File: config.mk
export PLATFORM = sky130hd
export DESIGN_NAME = lms_ctrl
export DESIGN_NICKNAME = d
export VERILOG_FILES = /design/src/rtl/lms_ctrl_pkg.sv /design/src/rtl/lms_ctrl_lut_loader.sv /design/src/rtl/lms_ctrl.sv
export SDC_FILE = /design/constraint.sdc
export NUM_CORES = 1
export LEC_CHECK = 0
export ABC_CLOCK_PERIOD_IN_PS = 3000
export BUFFER_PORTS_ARGS = -buffer_cell sky130_fd_sc_hd__buf_4
export CAP_MARGIN = 5
export CORE_ASPECT_RATIO = 0.75
export CORE_MARGIN = 8
export CORE_UTILIZATION = 42
export CTS_CLUSTER_SIZE = 10
export DETAILED_ROUTE_END_ITERATION = 8
export HOLD_SLACK_MARGIN = 0.05
export PLACE_DENSITY = 0.7
export SYNTH_ARGS = -nofsm -noshare
export SYNTH_HDL_FRONTEND = slang
export SYNTH_SLANG_ARGS = --single-unit
export TNS_END_PERCENT = 5
File: constraint.sdc
create_clock -name clock -period 3 [get_ports clock]
set_input_delay 0.15 -clock clock [delete_from_list [all_inputs] [get_ports clock]]
set_output_delay 0.15 -clock clock [all_outputs]
set_load 0.1 [all_outputs]
File: src/rtl/lms_ctrl_pkg.sv
// Shared types and sizing helpers for the LMS sequencer.
// The default K and NUM_SAMPLES constants are also used by the LMS top-level wiring.
package lms_ctrl_pkg;

    typedef enum logic [2:0] {
        ST_IDLE,
        ST_LUT_LOAD,
        ST_RUN,
        ST_DRAIN,
        ST_DONE
    } state_t;

    localparam int DEFAULT_K           = 32;
    localparam int DEFAULT_NUM_SAMPLES = 2601;

    function automatic int sample_cnt_w(input int num_samples);
        return (num_samples < 1) ? 1 : $clog2(num_samples + 1);
    endfunction

    function automatic int out_cnt_w(input int num_samples);
        return (num_samples < 1) ? 1 : $clog2(num_samples + 1);
    endfunction

    // The quiet counter only needs to reach DRAIN_TIMEOUT-1 before the drain gives up.
    function automatic int timeout_cnt_w(input int drain_timeout);
        return (drain_timeout < 2) ? 1 : $clog2(drain_timeout);
    endfunction

endpackage

File: src/rtl/lms_ctrl_lut_loader.sv
// Streams LUT_SIZE entries from a one-cycle-latency ROM into the LMS write-LUT port.
// A read issued in one cycle becomes a write in the next, so the writes form one gap-free burst.
module lms_ctrl_lut_loader
    import lms_ctrl_pkg::*;
#(
    parameter int LUT_SIZE = 128,
    parameter int A_IN_W   = 8,
    parameter int A_OUT_W  = 13
) (
    input  logic               clock,
    input  logic               reset,
    input  logic               start,
    input  logic               abort,
    output logic               lut_rd_en,
    output logic [A_IN_W-2:0]  lut_rd_idx,
    input  logic [A_OUT_W-2:0] lut_rd_data,
    output logic               write_lut_in,
    output logic [A_IN_W-2:0]  write_lut_idx,
    output logic [A_OUT_W-2:0] write_lut_data,
    output logic               load_done
);

    localparam int IW = A_IN_W - 1;
    localparam logic [IW-1:0] LAST_IDX = IW'(LUT_SIZE - 1);

    always_ff @(posedge clock or negedge reset) begin
        if (!reset) begin
            lut_rd_en     <= 1'b0;
            lut_rd_idx    <= '0;
            write_lut_in  <= 1'b0;
            write_lut_idx <= '0;
        end else if (abort) begin
            lut_rd_en     <= 1'b0;
            lut_rd_idx    <= '0;
            write_lut_in  <= 1'b0;
            write_lut_idx <= '0;
        end else begin
            write_lut_in  <= lut_rd_en;
            write_lut_idx <= lut_rd_idx;
            if (start) begin
                lut_rd_en  <= 1'b1;
                lut_rd_idx <= '0;
            end else if (lut_rd_en) begin
                if (lut_rd_idx == LAST_IDX) begin
                    lut_rd_en  <= 1'b0;
                    lut_rd_idx <= '0;
                end else begin
                    lut_rd_idx <= lut_rd_idx + 1'b1;
                end
            end
        end
    end

    // ROM data arrives exactly in the write cycle, so it is forwarded rather than registered.
    assign write_lut_data = write_lut_in ? lut_rd_data : '0;
    assign load_done      = write_lut_in && (write_lut_idx == LAST_IDX);

endmodule

File: src/rtl/lms_ctrl.sv
// Top-level sequencer in front of the LMS core: LUT load, K-clock sample pacing,
// output counting and done/underrun/timeout status.
module lms_ctrl
    import lms_ctrl_pkg::*;
#(
    parameter int LUT_SIZE      = 128,
    parameter int A_IN_W        = 8,
    parameter int A_OUT_W       = 13,
    parameter int U1_IN_W       = 32,
    parameter int EH_IN_W       = 32,
    parameter int K             = DEFAULT_K,
    parameter int NUM_SAMPLES   = DEFAULT_NUM_SAMPLES,
    parameter int DRAIN_TIMEOUT = 4096
) (
    input  logic                              clock,
    input  logic                              reset,
    input  logic                              start,
    input  logic                              abort,
    output logic                              lut_rd_en,
    output logic [A_IN_W-2:0]                 lut_rd_idx,
    input  logic [A_OUT_W-2:0]                lut_rd_data,
    input  logic                              src_valid,
    output logic                              src_ready,
    input  logic [U1_IN_W-1:0]                src_u,
    input  logic [EH_IN_W-1:0]                src_e,
    output logic                              write_lut_in,
    output logic [A_IN_W-2:0]                 write_lut_idx,
    output logic [A_OUT_W-2:0]                write_lut_data,
    output logic                              valid_u_in,
    output logic [U1_IN_W-1:0]                data_u_in,
    output logic                              valid_e_in,
    output logic [EH_IN_W-1:0]                data_e_in,
    input  logic                              valid_out,
    output logic                              busy,
    output logic                              done,
    output logic                              underrun,
    output logic                              timeout,
    output logic [out_cnt_w(NUM_SAMPLES)-1:0] out_cnt
);

    localparam int PW = (K < 2) ? 1 : $clog2(K);
    localparam int SW = sample_cnt_w(NUM_SAMPLES);
    localparam int OW = out_cnt_w(NUM_SAMPLES);
    localparam int TW = timeout_cnt_w(DRAIN_TIMEOUT);
    localparam logic [PW-1:0] PERIOD_LAST = PW'(K - 1);
    localparam logic [SW-1:0] SAMPLE_LAST = SW'(NUM_SAMPLES);
    localparam logic [OW-1:0] OUT_MAX     = OW'(NUM_SAMPLES);
    localparam logic [TW-1:0] QUIET_LAST  = TW'(DRAIN_TIMEOUT - 1);

    state_t        state, next_state;
    logic [PW-1:0] period_cnt;
    logic [SW-1:0] sample_cnt;
    logic [TW-1:0] quiet_cnt;
    logic          start_load;
    logic          load_done;
    logic          slot;
    logic          timeout_hit;

    lms_ctrl_lut_loader #(
        .LUT_SIZE (LUT_SIZE),
        .A_IN_W   (A_IN_W),
        .A_OUT_W  (A_OUT_W)
    ) u_loader (
        .clock          (clock),
        .reset          (reset),
        .start          (start_load),
        .abort          (abort),
        .lut_rd_en      (lut_rd_en),
        .lut_rd_idx     (lut_rd_idx),
        .lut_rd_data    (lut_rd_data),
        .write_lut_in   (write_lut_in),
        .write_lut_idx  (write_lut_idx),
        .write_lut_data (write_lut_data),
        .load_done      (load_done)
    );

    assign start_load  = (state == ST_IDLE || state == ST_DONE) && start && !abort;
    assign slot        = (state == ST_RUN) && (period_cnt == '0);
    assign src_ready   = slot && src_valid && !abort;
    assign busy        = (state == ST_LUT_LOAD) || (state == ST_RUN) || (state == ST_DRAIN);
    assign done        = (state == ST_DONE);
    assign timeout_hit = (state == ST_DRAIN) && !abort && (out_cnt != OUT_MAX)
                         && !valid_out && (quiet_cnt == QUIET_LAST);

    always_ff @(posedge clock or negedge reset) begin
        if (!reset) begin
            state <= ST_IDLE;
        end else begin
            state <= next_state;
        end
    end

    always_comb begin
        next_state = state;
        if (abort) begin
            next_state = ST_IDLE;
        end else begin
            case (state)
                ST_IDLE, ST_DONE: if (start) next_state = ST_LUT_LOAD;
                ST_LUT_LOAD:      if (load_done) next_state = ST_RUN;
                ST_RUN:           if (sample_cnt == SAMPLE_LAST) next_state = ST_DRAIN;
                ST_DRAIN:         if (out_cnt == OUT_MAX || timeout_hit) next_state = ST_DONE;
                default:          next_state = ST_IDLE;
            endcase
        end
    end

    // Status survives abort and is only cleared by the next accepted start.
    always_ff @(posedge clock or negedge reset) begin
        if (!reset) begin
            period_cnt <= '0;
            sample_cnt <= '0;
            quiet_cnt  <= '0;
            out_cnt    <= '0;
            underrun   <= 1'b0;
            timeout    <= 1'b0;
        end else if (start_load) begin
            period_cnt <= '0;
            sample_cnt <= '0;
            quiet_cnt  <= '0;
            out_cnt    <= '0;
            underrun   <= 1'b0;
            timeout    <= 1'b0;
        end else begin
            if (state == ST_RUN && !abort) begin
                period_cnt <= (period_cnt == PERIOD_LAST) ? '0 : period_cnt + 1'b1;
            end else begin
                period_cnt <= '0;
            end
            if (src_ready) begin
                sample_cnt <= sample_cnt + 1'b1;
            end
            if (slot && !src_valid && !abort) begin
                underrun <= 1'b1;
            end
            if (busy && valid_out && out_cnt != OUT_MAX) begin
                out_cnt <= out_cnt + 1'b1;
            end
            if (state == ST_DRAIN && !valid_out) begin
                quiet_cnt <= quiet_cnt + 1'b1;
            end else begin
                quiet_cnt <= '0;
            end
            if (timeout_hit) begin
                timeout <= 1'b1;
            end
        end
    end

    always_ff @(posedge clock or negedge reset) begin
        if (!reset) begin
            valid_u_in <= 1'b0;
            valid_e_in <= 1'b0;
            data_u_in  <= '0;
            data_e_in  <= '0;
        end else if (src_ready) begin
            valid_u_in <= 1'b1;
            valid_e_in <= 1'b1;
            data_u_in  <= src_u;
            data_e_in  <= src_e;
        end else begin
            valid_u_in <= 1'b0;
            valid_e_in <= 1'b0;
            data_u_in  <= '0;
            data_e_in  <= '0;
        end
    end

endmodule
* Yosys cells after proc, flatten, opt, wreduce, memory -nomap -nowiden
Cells that the tools add are included.
** Storage, ports and cells
- Flip-flop bits (word level) :: 127
- Bits in latches :: 0
- RAM bits :: 0
- ROM bits :: 0
- Output and inout bits :: 111
- Word-level logic and storage cells :: 99
- Memories :: 0
** Operators by class
- $add $sub $neg :: 5
- Multipliers :: 0
- Divide/modulo/power cells :: 0
- Order comparisons :: 0
- Equal/unequal tests :: 15
- Shifts and indexed selects :: 0
- Mux-type cells :: 33
- Bitwise logic cells :: 0
- Reductions and logical operators :: 32
** Operators by type and width (number)
- $mux 12 :: 7
- $mux 32 :: 2
- $add 12x1->12 const B :: 3
- $eq 12x12->1 const B :: 3
- $mux 7 :: 5
- $logic_and 1x1->1 :: 16
- $mux 3 :: 5
- $mux 5 :: 3
- $eq 7x7->1 const B :: 2
- $ne 12x12->1 const B :: 1
- $pmux 3 s4 :: 1
- $mux 1 :: 10
- $reduce_bool 2->1 :: 4
- $add 7x1->7 const B :: 1
- $eq 3x2->1 const B :: 2
- $ne 3x2->1 const B :: 2
- $ne 3x3->1 const B :: 2
- $add 5x1->5 const B :: 1
- $eq 5x5->1 const B :: 1
- $logic_not 5->1 :: 1
- $logic_or 1x1->1 :: 4
- $reduce_and 4->1 :: 1
- $eq 3x1->1 const B :: 1
- $eq 3x3->1 const B :: 1
- other kinds (4) :: 6

* Longest topological paths before layout
Gate-level depths: netlist (run 1).
- Depth in word-level cells :: 9
- Mapped depth :: 8

* Modules after synthesis
Synthesis (run 1) repeated with hierarchy kept, for this count alone.
** Unflattened totals
- Cells, all modules :: 465
- Area total of the unflattened synthesis :: 5335.1 µm²
** By module, submodules not included
- lms_ctrl :: instances 1, cells an instance 391, area each 4544.4 µm²
- lms_ctrl_lut_loader :: instances 1, cells an instance 74, area each 790.8 µm²

* Least setup slack after synthesis (run 1)
OpenSTA, ideal clock, no wires.
- Path kind :: register to register
- Start point :: reg out_cnt[1]
- End point :: reg out_cnt[8]
- Arrival time :: 2.371 ns
- Setup slack :: 0.552 ns
- Cell stages (with the launch flop) :: 8
- Path buffers :: 1
- Clock period less this slack :: 2.448 ns
- Cell sequence :: dfrtp_1 -> inv_1 -> ha_1 -> nor4b_1 -> and4_1 -> clkbuf_1 -> or4_1 -> a21oi_1
** Between the ends
- Cells in the longest elaborated chain, start to end :: 3
** Ends and longest elaborated chain
- from (decl) :: line lms_ctrl.sv:38 : output logic [out_cnt_w(NUM_SAMPLES)-1:0] out_cnt
- from (signal assigned) :: line lms_ctrl.sv:137 : out_cnt <= out_cnt + 1'b1;
- $add 12x1->12 or $ne 12x12->1 (tied branches) :: line lms_ctrl.sv:137, lms_ctrl.sv:136
- $mux 12 or $logic_and 1x1->1 (tied branches) :: line lms_ctrl.sv:136 : if (busy && valid_out && out_cnt != OUT_MAX) begin
- $mux 12 or $reduce_bool 2->1 (tied branches)
Several ways; a longest one is shown, not always the timed one. The select of a mux whose other input is x is not followed.
A chain may end at the register's enable or synchronous reset.

* Worst setup path in the final report (run 1)
- Start point :: reg state[0]
- End point :: out src_ready
** Between the ends
- Cells in the longest elaborated chain, start to end :: 4
** Ends and longest elaborated chain
- from (decl) :: line lms_ctrl.sv:50 : state_t state, next_state;
- from (signal assigned) :: line lms_ctrl.sv:89 : state <= next_state;
- $eq 3x2->1 :: line lms_ctrl.sv:78 : assign slot = (state == ST_RUN) && (period_cnt == '0);
- $logic_and 1x1->1 :: line lms_ctrl.sv:78
- $logic_and 1x1->1 (2 in a row) :: line lms_ctrl.sv:79 : assign src_ready = slot && src_valid && !abort;
- to (decl) :: line lms_ctrl.sv:23 : output logic src_ready,
No other way between the ends.

==> results.yml, run 1 <==
status:
  status: "finished, final reports clean"
setup_path:
  rrSetupSlack_ps: 640
  r2r-start: "state[0]$_DFFE_PN0P_"
  path_cells: "nor4b_4 -> nand3_1 -> inv_2 -> buf_4"
  critPathRequiredTime_ps: 2850
  path_depth: 4
  cp-start-kind: "flop"
  reg2regPathDepth: 5
  critical_path_class: "reg2out"
  critPathBufInv: 2
  cp_max_fo: 25
  critical_path.slowest_cell: "nor4b_4"
  endpoint_kind: "primary output"
  reg2reg_to: "data_e_in[29]$_DFF_PN0_"
  startpoint: "state[0]$_DFFE_PN0P_"
  critical_path.top_delay_family: "simple AND/OR/NAND/NOR gates"
  endpoint: "src_ready"
  critPathArrivalTime_ps: 2470
  slowest_delay_ps: 580
power_and_ir_drop:
  p_sw_frac: 0.2751
  p_clk_frac: 0.468
  p_comb_frac: 0.120
  totalPowerFinal_mw: 4.298
  leakage_nw: 4.098
  power_frac_seq: 0.412
  ir_worst_vdd_mv: 0.3828
  p_sw_mw: 1.182
  power.internal_mw: 3.116
  power-per-cell-area_mw_per_mm2: 529.7
logic_synthesis:
  yosys.area_share.xor_xnor: 0.03810
  synth-simple-area-share: 0.2615
  synth.area.mux_share: 0.007572
  synthCells: 460
  synth_area_mm2: 0.005288
  syn_area_per_cell_um2: 11.49
  ys_ff_latch: 127
  synth_nets: 551
  synth_edf_count: 0
  ys_seq_area_frac: 0.6010
  synth_cell_types: 47
  synth_top_family_by_area: "simple AND/OR/NAND/NOR gates"
  synthFlopType: "dfrtp_1"
  synth-compound-area-share: 0.04188
  ys_async_sr_fraction: 1.000
  yosys_warnings: 0
  yosys.area_share.adder: 0.02130
routing:
  drt-pass1-iter-count: 4
  via_count: 4412
  wirelength_um: 15360
  drc: 0
  drt.antenna.violating_nets: 0
  viasPerCell: 4.897
  drt_iter0_markers: 254
  avgRoutedWirePerCell_um: 17.05
clock_tree:
  clock_latency_ps: 410
  ctsResizeCount: 0
  clk_path_buf_depth: 2
  clkTransAtPathRegs_ps: 50
  cts_num_sinks: 127
  cts_buffers: 17
  cts-root-buf: "clkbuf_16"
  cts_tree: "done"
  htree_num_levels: 4
grt:
  use_met2: 0.3112
  grt_pass1_wl_um: 25130
  busiest_layer: "met2"
  use_met3: 0.1085
  grt_pass1_vias: 4818
  grt_max_degree: 52
  met1_usage: 0.2109
  grt.total_usage: 0.1900
  grt_antenna_before_repair: 0
  grt_remaining_overflow: 0
timing:
  hold_viol_final: 0
  worst_pin_slew_ps: 663.0
  finalMaxSlewViolations: 0
  max_slew_margin: 0.5580
  holdWs_ps: 115.2
  finalCriticalPeriod_ps: 2622
  setup_violations: 0
  fin_crit_sh: 0.8741
  fmax_mhz: 381.3
  rsz0062_at_grt: "false"
  setup_tns_ps: 0
  skew_ps: 14.41
layout:
  area_growth_pct: 53.45
  fin_nets: 812
  drive_gt1_frac: 0.3229
  n_fill_cell: 897
floorplan:
  start_util: 0.4297
  ios: 193
  core_region_area_mm2: 0.01231
  die_w_um: 145.6
  dieArea_mm2: 0.01647
  rows: 35
  die_y_um: 113.2
flow_run:
  cap_violations: 0
place:
  dpl.hpwl_um: 10190
  portBuffers: 192
  finalWeightedCongestion: 0.8365
worst_hold_path:
  holdCritPathClass: "in2reg"
kinds of logic (layout without fill, tap and decap cells):
family	Yosys count	in the layout
buffers and inverters	31	305
AO/OA/AOI/OAI	32	32
flip-flops	127	127
adder cells (fa/ha/maj)	9	9
XOR/XNOR	23	23
multiplexers	4	4
AND/OR/NAND/NOR	234	234
other	0	1
cells in the mapped netlist (2+ instances only):
library cell | instances | area, um2
nand2b_1 | 3 | 18.77
nor4b_4 | 2 | 47.55
nor3b_1 | 3 | 22.52
nand4_1 | 16 | 100.1
a21o_1 | 2 | 15.01
a21oi_1 | 7 | 35.03
buf_4 | 6 | 45.04
nor4b_1 | 2 | 17.52
nand3b_1 | 4 | 30.03
and3_1 | 9 | 56.30
o211ai_1 | 5 | 37.54
mux2i_1 | 4 | 40.04
buf_2 | 4 | 20.02
inv_1 | 9 | 33.78
nand2_1 | 20 | 75.07
nand3_1 | 18 | 90.09
nor2_1 | 36 | 135.1
clkbuf_1 | 10 | 37.54
o21ai_0 | 5 | 25.02
nor2b_1 | 8 | 50.05
dfrtp_1 | 127 | 3178
nand4_2 | 2 | 25.02
ha_1 | 9 | 112.6
and2_1 | 82 | 513.0
o31ai_1 | 3 | 22.52
or4_1 | 8 | 60.06
xor2_1 | 15 | 131.4
nor4_1 | 2 | 12.51
nor3_1 | 8 | 40.04
xnor2_1 | 8 | 70.07
and4_1 | 4 | 35.03
a311oi_1 | 2 | 17.52
or3_1 | 3 | 18.77
stage by stage:
| step | cell area, um2 | setup slack [ps] | util | instances |
|---|---|---|---|---|
| after floorplan | 5288 | 551.6 | - | 460 |
| after global placement | 6859 | 800.2 | 0.5574 | 801 |
| after detailed placement | 6859 | 654.6 | 0.5574 | 801 |
| after CTS | 8112 | 352.0 | 0.6592 | 900 |
| after global routing | 8112 | 186.7 | 0.6592 | 900 |
| final | 8114 | 377.6 | 0.6594 | 901 |
placed cells by master, fill, tap and decap left out, types with 7 or more instances in the layout:
cell           count
dlygate4sd3_1     67
nor3_1             8
xnor2_1            8
nor2b_1            8
and3_1             9
nand4_1           16
and2_1            82
a21oi_1            7
buf_4            196
nor2_1            36
ha_1               9
or4_1              8
xor2_1            15
nand2_1           20
dfrtp_1          127
inv_1              9
clkbuf_16         17
inv_6              7
nand3_1           18
flip-flops by register name, summed over array words and instances, names as in the netlist:
register                count
u_loader.write_lut_in       1
data_u_in                  32
timeout                     1
u_loader.write_lut_idx      7
u_loader.lut_rd_en          1
out_cnt                    12
period_cnt                  5
u_loader.lut_rd_idx         7
quiet_cnt                  12
sample_cnt                 12
underrun                    1
state                       3
valid_e_in                  1
data_e_in                  32
how the worst min path moves through the flow:
stage	to	slack (ps)	depth (start not counted)	from
2_1_floorplan	data_e_in[0]$_DFF_PN0_	-150	0	reset
4_1_cts	underrun$_DFFE_PN0P_	100	4	src_valid
3_3_place_gp	data_u_in[18]$_DFF_PN0_	220	1	reset
6_report	underrun$_DFFE_PN0P_	120	4	src_valid
5_1_grt	underrun$_DFFE_PN0P_	130	4	src_valid
3_5_place_dp	data_u_in[18]$_DFF_PN0_	220	1	reset
power by group through the flow:
| stage | combinational [mW] | clock (mW) | sequential (mW) |
|---|---|---|---|
| final | 0.515 | 2.01 | 1.77 |
| after global routing | 0.549 | 2.14 | 1.78 |
| after CTS | 0.514 | 2.04 | 1.77 |
| after detailed placement | 0.443 | 0 | 1.80 |
| after global placement | 0.437 | 0 | 1.80 |
| after floorplan | 0.143 | 0 | 1.91 |
worst register-to-register path, stage by stage (launching register included):
cell,delay (ps)
dfrtp_1,510
nor4b_4,580
nand3_1,270
inv_2,350
buf_4,380
and2_1,210
layout make-up:
class,instances,area [um2],area share
clock buffer,18,439.2,0.05412
inverter,10,37.54,0.004626
timing repair buffer,263,2142,0.2640
multi-input combinational,302,1964,0.2421
tap,166,207.7,0.02560
antenna,1,2.502,0.0003084
sequential,127,3178,0.3917
clock inverter,14,142.6,0.01758
routing by layer:
layer | part of all wire | routed length (um)
met4 | 0.0077 | 119
met1 | 0.40 | 6220
met3 | 0.11 | 1715
met2 | 0.48 | 7308
met5 | 0 | 0
what timing repair did:
item	CTS	global route
hold buffers	67	0
setup endpoints to repair	0	0
buffers inserted	0	0
hold endpoints to repair	121	0
Note: power is estimated with default switching activity, not from simulation.
==> run 2: changes to the inputs <==
--- a/config.mk
+++ b/config.mk
@@ -5,7 +5,7 @@
 export SDC_FILE = /design/constraint.sdc
 export NUM_CORES = 1
 export LEC_CHECK = 0
-export ABC_CLOCK_PERIOD_IN_PS = 3000
+export ABC_CLOCK_PERIOD_IN_PS = 2100
 export BUFFER_PORTS_ARGS = -buffer_cell sky130_fd_sc_hd__buf_4
 export CAP_MARGIN = 5
 export CORE_ASPECT_RATIO = 0.75
@@ -14,7 +14,7 @@
 export CTS_CLUSTER_SIZE = 10
 export DETAILED_ROUTE_END_ITERATION = 8
 export HOLD_SLACK_MARGIN = 0.05
-export PLACE_DENSITY = 0.7
+export PLACE_DENSITY = 0.72
 export SYNTH_ARGS = -nofsm -noshare
 export SYNTH_HDL_FRONTEND = slang
 export SYNTH_SLANG_ARGS = --single-unit
==> constraint.sdc (replaced) <==
create_clock -name clock -period 2.1 [get_ports clock]
set_input_delay 0.105 -clock clock [delete_from_list [all_inputs] [get_ports clock]]
set_output_delay 0.105 -clock clock [all_outputs]
set_load 0.1 [all_outputs]
==> results.yml, run 2 (synthesized netlist as in run 1, its figures left out) <==
floorplan:
  ios: 193
  die_y_um: 113.2
  dieArea_mm2: 0.01647
  rows: 35
  die_w_um: 145.6
  start_util: 0.4297
  core_region_area_mm2: 0.01231
layout:
  n_fill_cell: 891
  drive_gt1_frac: 0.3418
  design_area_mm2: 0.008285
  layout_common_cells: "buf_4 (204), dfrtp_1 (120), and2_1 (82)"
  area_growth_pct: 56.70
  reg_top3: "data_e_in: 32 flops, data_u_in: 32 flops"
  final_common_cell: "buf_4"
  fin_nets: 824
clock_tree:
  clkTransAtPathRegs_ps: 60
  clock_latency_ps: 410
  cts_num_sinks: 127
  cts_tree: "done"
  clk_path_buf_depth: 2
  htree_num_levels: 4
  cts_buffers: 17
  cts-root-buf: "clkbuf_16"
timing:
  skew_ps: 11.23
  setup_tns_ps: 0
  finalMaxSlewViolations: 0
  max_slew_margin: 0.5589
  setup_violations: 0
  worst_pin_slew_ps: 661.7
  hold_viol_final: 0
  fmax_mhz: 504.0
  fin_crit_sh: 0.9449
  finalCriticalPeriod_ps: 1984
  rsz0062_at_grt: "false"
routing:
  drt_iter0_markers: 209
  drc: 0
  via_count: 4564
  drt.antenna.violating_nets: 0
  viasPerCell: 4.993
  drt-pass1-iter-count: 6
  avgRoutedWirePerCell_um: 18.02
  wirelength_um: 16470
setup_path:
  critPathBufInv: 3
  critical_path.slowest_cell: "dfrtp_1"
  critical_path_class: "reg2out"
  endpoint: "src_ready"
  reg2regPathDepth: 7
  cp-start-kind: "flop"
  slowest_delay_ps: 410
  reg2reg_to: "sample_cnt[10]$_DFFE_PN0P_"
  critPathArrivalTime_ps: 1880
  path_cells: "inv_1 -> ha_1 -> nor4b_4 -> nand3_2 -> inv_6 -> buf_8"
  cp_max_fo: 11
  path_depth: 6
  rrSetupSlack_ps: 220
  r2r-start: "period_cnt[0]$_DFF_PN0_"
  startpoint: "period_cnt[0]$_DFF_PN0_"
  endpoint_kind: "primary output"
  critPathRequiredTime_ps: 2000
  critical_path.top_delay_family: "simple AND/OR/NAND/NOR gates"
grt:
  grt.total_usage: 0.2008
  grt_remaining_overflow: 0
  use_met3: 0.09689
  busiest_layer: "met2"
  use_met2: 0.3211
  grt_pass1_wl_um: 26340
  grt_max_degree: 128
  met1_usage: 0.2360
  grt_pass1_vias: 4928
  grt_antenna_before_repair: 2
place:
  portBuffers: 192
  finalWeightedCongestion: 0.8087
  dpl.hpwl_um: 10580
  place_area_mm2: 0.006945
power_and_ir_drop:
  leakage_nw: 4.164
  ir_worst_vdd_mv: 0.6804
  power-per-cell-area_mw_per_mm2: 756.7
  totalPowerFinal_mw: 6.270
worst_hold_path:
  holdCritPathClass: "in2reg"
  min_path_cells: 4
status:
  status: "finished, final reports clean"
flow_run:
  cap_violations: 0
==> run 2: cell types whose count changed in the layout (fill, tap and decap cells not counted), moves of 3 or more <==
cell and change:
buf_4 +8, dfrtp_1 -7, dfrtp_2 +7, inv_6 -5
clkinv_4 +3
==> run 2: metrics by stage <==
step | setup slack (ps) | hold WS [ps] | std cells | util
after floorplan | -77.86 | -190.6 | 460 | -
after global placement | 293.2 | 256.6 | 808 | 0.5644
after detailed placement | 175.4 | 265.7 | 808 | 0.5644
after CTS | 44.08 | 100.4 | 909 | 0.6706
after global routing | 2.827 | 125.8 | 914 | 0.6733
final | 115.7 | 116.8 | 914 | 0.6733
==> run 2: worst min path at each step <==
stage                                   end       from
finish               out_cnt[5]$_DFFE_PN0P_  valid_out
CTS                  out_cnt[5]$_DFFE_PN0P_  valid_out
detailed placement  out_cnt[10]$_DFFE_PN0P_      reset
global placement        timeout$_DFFE_PN0P_      reset
floorplan            data_e_in[0]$_DFF_PN0_      reset
global route         out_cnt[5]$_DFFE_PN0P_  valid_out
==> run 2: timing repair <==
action / CTS / global route
hold buffers: 68 / 0
setup buffers: 1 / 3
gates resized for setup: 3 / 2
endpoints found under the hold margin: 201 / 0
setup endpoints to repair: 1 / 1
==> run 2: routing by layer <==
layer | part of all wire | vias up
li1 | - | 2116
met1 | 0.41 | 2242
met2 | 0.47 | 190
met3 | 0.11 | 16
met4 | 0.011 | 0
met5 | 0 | -
==> run 2: final cells by class <==
type	instances	area [um2]	share of cell area
Sequential cell	127	3187	0.3846
Timing Repair Buffer	275	2267	0.2736
Multi-Input combinational cell	302	1969	0.2377
Clock buffer	19	442.9	0.05346
Tap cell	166	207.7	0.02507
Clock inverter	13	163.9	0.01978
Inverter	10	42.54	0.005134
Antenna cell	2	5.005	0.0006040
==> run 2: tightest hold or removal path: cells and delay by family <==
family	cells	cell delay (ps)
simple gates	2	160
xor+xnor	1	60
buf+inv	1	150
==> run 2: power by group <==
part           internal (mW)  switching [mW]
clock network           1.90            1.09
logic                  0.284           0.466
registers               2.48          0.0503
total                   4.66            1.61
